**src/rtl/mux1hot_rr_arb.sv**
```systemverilog
// Round-robin arbiter feeding a one-hot AND-OR mux into a single registered output slot.
// Optional packet lock (in_last/out_last) is enabled by defining MUX1HOT_RR_ARB_PKT_LOCK_EN.
module mux1hot_rr_arb #(
    parameter int N     = 3,
    parameter int WIDTH = 3
) (
    input  logic               clk,
    input  logic               reset_n,
    input  logic [N-1:0]       in_valid,
    output logic [N-1:0]       in_ready,
    input  logic [N*WIDTH-1:0] in_data,
`ifdef MUX1HOT_RR_ARB_PKT_LOCK_EN
    input  logic [N-1:0]       in_last,
    output logic               out_last,
`endif
    output logic               out_valid,
    input  logic               out_ready,
    output logic [WIDTH-1:0]   out_data,
    output logic [N-1:0]       out_grant
);
    // Handshake: a beat transfers on any cycle where valid and ready are both high;
    // valid must not depend on ready, and the slot refills in the same cycle it drains.

    localparam logic [N-1:0] PTR_RST = N'(1) << (N - 1);

    logic [N-1:0]     ptr;
    logic [N-1:0]     eligible;
    logic [N-1:0]     w;
    logic [WIDTH-1:0] mux_data;
    logic             free;
    logic             load;
    logic             found;
    int               ptr_idx;
    int               idx;

`ifdef MUX1HOT_RR_ARB_PKT_LOCK_EN
    logic         locked;
    logic [N-1:0] lock_mask;
    logic         last_sel;

    // While a packet is open only its lane may compete, even if it is idle.
    assign eligible = locked ? (in_valid & lock_mask) : in_valid;
    assign last_sel = |(in_last & w);
`else
    assign eligible = in_valid;
`endif

    assign free     = !out_valid || out_ready;
    assign load     = free && (|w);
    assign in_ready = (reset_n && free) ? w : '0;

    always_comb begin
        ptr_idx = 0;
        for (int i = 0; i < N; i++) begin
            if (ptr[i]) ptr_idx = i;
        end
        w     = '0;
        found = 1'b0;
        idx   = 0;
        // Search starts just after the last loaded lane and wraps through it.
        for (int k = 1; k <= N; k++) begin
            idx = ptr_idx + k;
            if (idx >= N) idx = idx - N;
            if (!found && eligible[idx]) begin
                w[idx] = 1'b1;
                found  = 1'b1;
            end
        end
    end

    always_comb begin
        mux_data = '0;
        for (int i = 0; i < N; i++) begin
            mux_data = mux_data | (in_data[i*WIDTH +: WIDTH] & {WIDTH{w[i]}});
        end
    end

    always_ff @(posedge clk or negedge reset_n) begin
        if (!reset_n) begin
            out_valid <= 1'b0;
            out_data  <= '0;
            out_grant <= '0;
            ptr       <= PTR_RST;
`ifdef MUX1HOT_RR_ARB_PKT_LOCK_EN
            out_last  <= 1'b0;
            locked    <= 1'b0;
            lock_mask <= '0;
`endif
        end else if (load) begin
            out_valid <= 1'b1;
            out_data  <= mux_data;
            out_grant <= w;
`ifdef MUX1HOT_RR_ARB_PKT_LOCK_EN
            out_last  <= last_sel;
            locked    <= !last_sel;
            lock_mask <= w;
            if (last_sel) ptr <= w;
`else
            ptr       <= w;
`endif
        end else if (out_valid && out_ready) begin
            out_valid <= 1'b0;
            out_grant <= '0;
        end
    end

endmodule

```
**config.mk**
```make
export PLATFORM = sky130hd
export DESIGN_NAME = mux1hot_rr_arb
export DESIGN_NICKNAME = d
export VERILOG_FILES = /design/src/rtl/mux1hot_rr_arb.sv
export SDC_FILE = /design/constraint.sdc
export NUM_CORES = 1
export LEC_CHECK = 0
export CAP_MARGIN = 40
export CORE_AREA = 2 2 39 41
export DETAILED_ROUTE_END_ITERATION = 8
export DIE_AREA = 0 0 41 43
export PLACE_DENSITY = 0.79
export SLEW_MARGIN = 30
export SYNTH_ARGS = -nofsm -noshare
export SYNTH_HDL_FRONTEND = slang
export SYNTH_SLANG_ARGS = --single-unit
```
**constraint.sdc**
```tcl
create_clock -name clk -period 1.77 [get_ports clk]
set_input_delay 0.354 -clock clk [delete_from_list [all_inputs] [get_ports clk]]
set_output_delay 0.354 -clock clk [all_outputs]
set_load 0.1 [all_outputs]
```
==> run_results.csv <==
group,metric,value,unit
outcome,outcome,"finished clean",
place,dp_slack,-0.1934,ns
detailed_routing,drc,0,
die,die_area,1763,um^2
setup_path,critPathArrivalTime,1.39,ns
synthesis,syn_area_per_cell,9.555,um^2
finish,syn_to_final_growth,99.28,%
detailed_routing,vias,565,
die,core_area,1384,um^2
setup_path,cp-end-kind,"primary output",
timing,setup_ws,0.02983,ns
timing,finalSetupViolations,0,
cts,clock-sinks,9,
worst_hold_path,hp-class,"reg2reg",
timing,worst_pin_slew,0.2825,ns
cts,clk_latency,0.25,ns
flow_run,cap_violations,0,
detailed_routing,wl_per_cell,13.68,um
synthesis,synth_edf_count,0,
synthesis,yosys.area.top_type,"dfrtp_1",
timing,slew_headroom,81.17,%
place,dp_hpwl,1202,um
synthesis,netlist_top_cells_area,"dfrtp_1, a22oi_1, nand2_1",
die,die_w,41,um
global_route,grt_pass1_wl,2415,um
pwr,ir_drop,0.4913,mV
timing,finalMaxSlewViolations,0,
timing,period_share,98.31,%
synthesis,synth_ff_type,"dfrtp_1",
synthesis,ys_async_sr_fraction,100.0,%
global_route,grt_usage,20.55,%
finish,drive_gt1_share,45.16,%
setup_path,critical_path_class,"reg2out",
timing,min_period,1.740,ns
setup_path,worstPathMaxFanout,4,
detailed_routing,dr.first_iter.drc_count,8,
die,placement_rows,14,
finish,diodes,0,
place,post-place-cells,104,
synthesis,ys_ff_latch,9,
synthesis,ys_warn_count,0,
synthesis,yosysSeqAreaShare,43.10,%
pwr,leakage,0.0004492,uW
detailed_routing,drt_wl_total,1491,um
detailed_routing,ant_nets,0,
timing,skew,0.008160,ns
synthesis,synth_nets,70,
cts,h-tree-depth,1,
detailed_routing,dr.pass1.iters,4,
setup_path,cp-start-kind,"register",
setup_path,cp.required,1.42,ns
cts,cts-root-buf,"clkbuf_4",
global_route,gr-total-overflow,0,
place,globalplace.congestion,0.7427,
cts,numCtsBuffers,3,
cts,clk_pin_slew_worst_paths,0.06,ns
synthesis,yosysUniqueCellTypes,19,
cts,postCtsHoldBufs,0,
synthesis,synth_top_area_share,38.10,%
cts,clockBufferDepth,2,
global_route,grt_max_degree,10,
synthesis,syn-cell-area,525.5,um^2
die,ios,25,
synthesis,synth_cells,55,
cts,cts_tree,"built",
synthesis,netlist_top_cells_count,"dfrtp_1, nand2_1, a22oi_1, nor2_1",
timing,rsz0062_at_grt,"yes",
place,port_buffers,24,
timing,hold_viol,0,
timing,fin_hold_ws,0.5036,ns
finish,nFillCells,103,
timing,fmax,574.7,MHz
finish,stdcell_count,109,
finish,nNetsFinal,109,
detailed_routing,via_per_inst,5.183,
die,initial_core_util,37.97,%
global_route,grt_pass1_vias,575,
die,fp.dieH,43,um
pwr,p_per_area,977.0,nW/um^2
global_route,antenna_found_initial,0,
final cells by class:
class	count	area, um^2	share of cell area [%]
multi-input combinational	46	351.6	33.57
timing repair buffer	34	419.2	40.02
tap	16	20.02	1.912
sequential	9	230.2	21.98
clock buffer	4	26.28	2.509
metal layers:
metal	share of wire [%]	global-route usage (%)	wire, um	vias up
met5	0	0	0	-
met4	1.8	8.000	27	0
met3	7.9	5.759	118	2
met2	52	35.31	775	23
met1	38	22.15	569	263
li1	-	-	-	277
metrics by stage:
stage / TNS, ns / util, % / total power (uW) / cell area (um^2)
after global placement: -0.4149 / 70.89 / 849.1 / 980.9
after CTS: 0 / 74.14 / 1022 / 1026
final: 0 / 75.68 / 1023 / 1047
after floorplan: 0 / - / 615.0 / 553.0
after global routing: -0.02528 / 75.68 / 1072 / 1047
after detailed placement: -0.6022 / 70.89 / 861.0 / 980.9
timing repair:
action                                  4_1_cts  5_1_grt
buffers inserted                              1        1
resized for setup                            10        3
pin swaps                                     1        2
endpoints found under the setup margin        3        3
worst max-delay path: stages, from the launching register on:
cell,delay [ns]
dfstp_2,0.55
nand2b_4,0.14
buf_6,0.11
o2bb2ai_4,0.05
nor2b_4,0.13
buf_12,0.16
power by group:
group / switching, uW / internal [uW] / total [uW] / leakage [uW]
clock: 66.3 / 86.5 / 153 / 0.0000150
combinational: 345 / 239 / 584 / 0.000330
sequential: 42.2 / 244 / 287 / 0.000104
total: 454 / 569 / 1020 / 0.000449
registers in the layout, summed over array words and instances (netlist names):
register,count
out_data,3
out_grant,3
out_valid,1
ptr,2
logic make-up (layout without fill, tap and decap cells):
kind of cell	count (synthesis)	count (layout)	share of synthesized area [%]
simple gates	24	24	24.53
compound gates	22	22	32.38
flops	9	9	43.10
buf+inv	0	38	0
cell usage in the layout, fill, tap and decap left out, drive strengths merged:
cell           Yosys  routed
buf                0      20
clkdlybuf4s50      0      10
nand2              8       8
dfrtp              8       8
a22oi              7       7
nor2               7       7
o21ai              7       7
clkbuf             0       4
nand2b             3       3
a31oi              3       3
a21oi              3       3
and2b              2       2
dlygate4sd2        0       2
nor2b              2       2
and3               1       1
o2bb2ai            1       1
a22o               1       1
nor3               1       1
clkdlybuf4s15      0       1
dlymetal6s2s       0       1
dfstp              1       1
worst paths after layout:
path / from / endpoint / slack, ns / depth (start not counted)
min in group asynchronous: reset_n / out_grant[2] / 0.52 / 2
min: ptr[2] / ptr[2] / 0.50 / 2
max reg2reg: ptr[2] / out_data[0] / 0.35 / 6
max in group asynchronous: reset_n / ptr[2] / 1.03 / 2
min reg2reg: ptr[2] / ptr[2] / 0.50 / 2
max: ptr[2] / in_ready[2] / 0.03 / 5
Power figures use the tool's default switching activity.
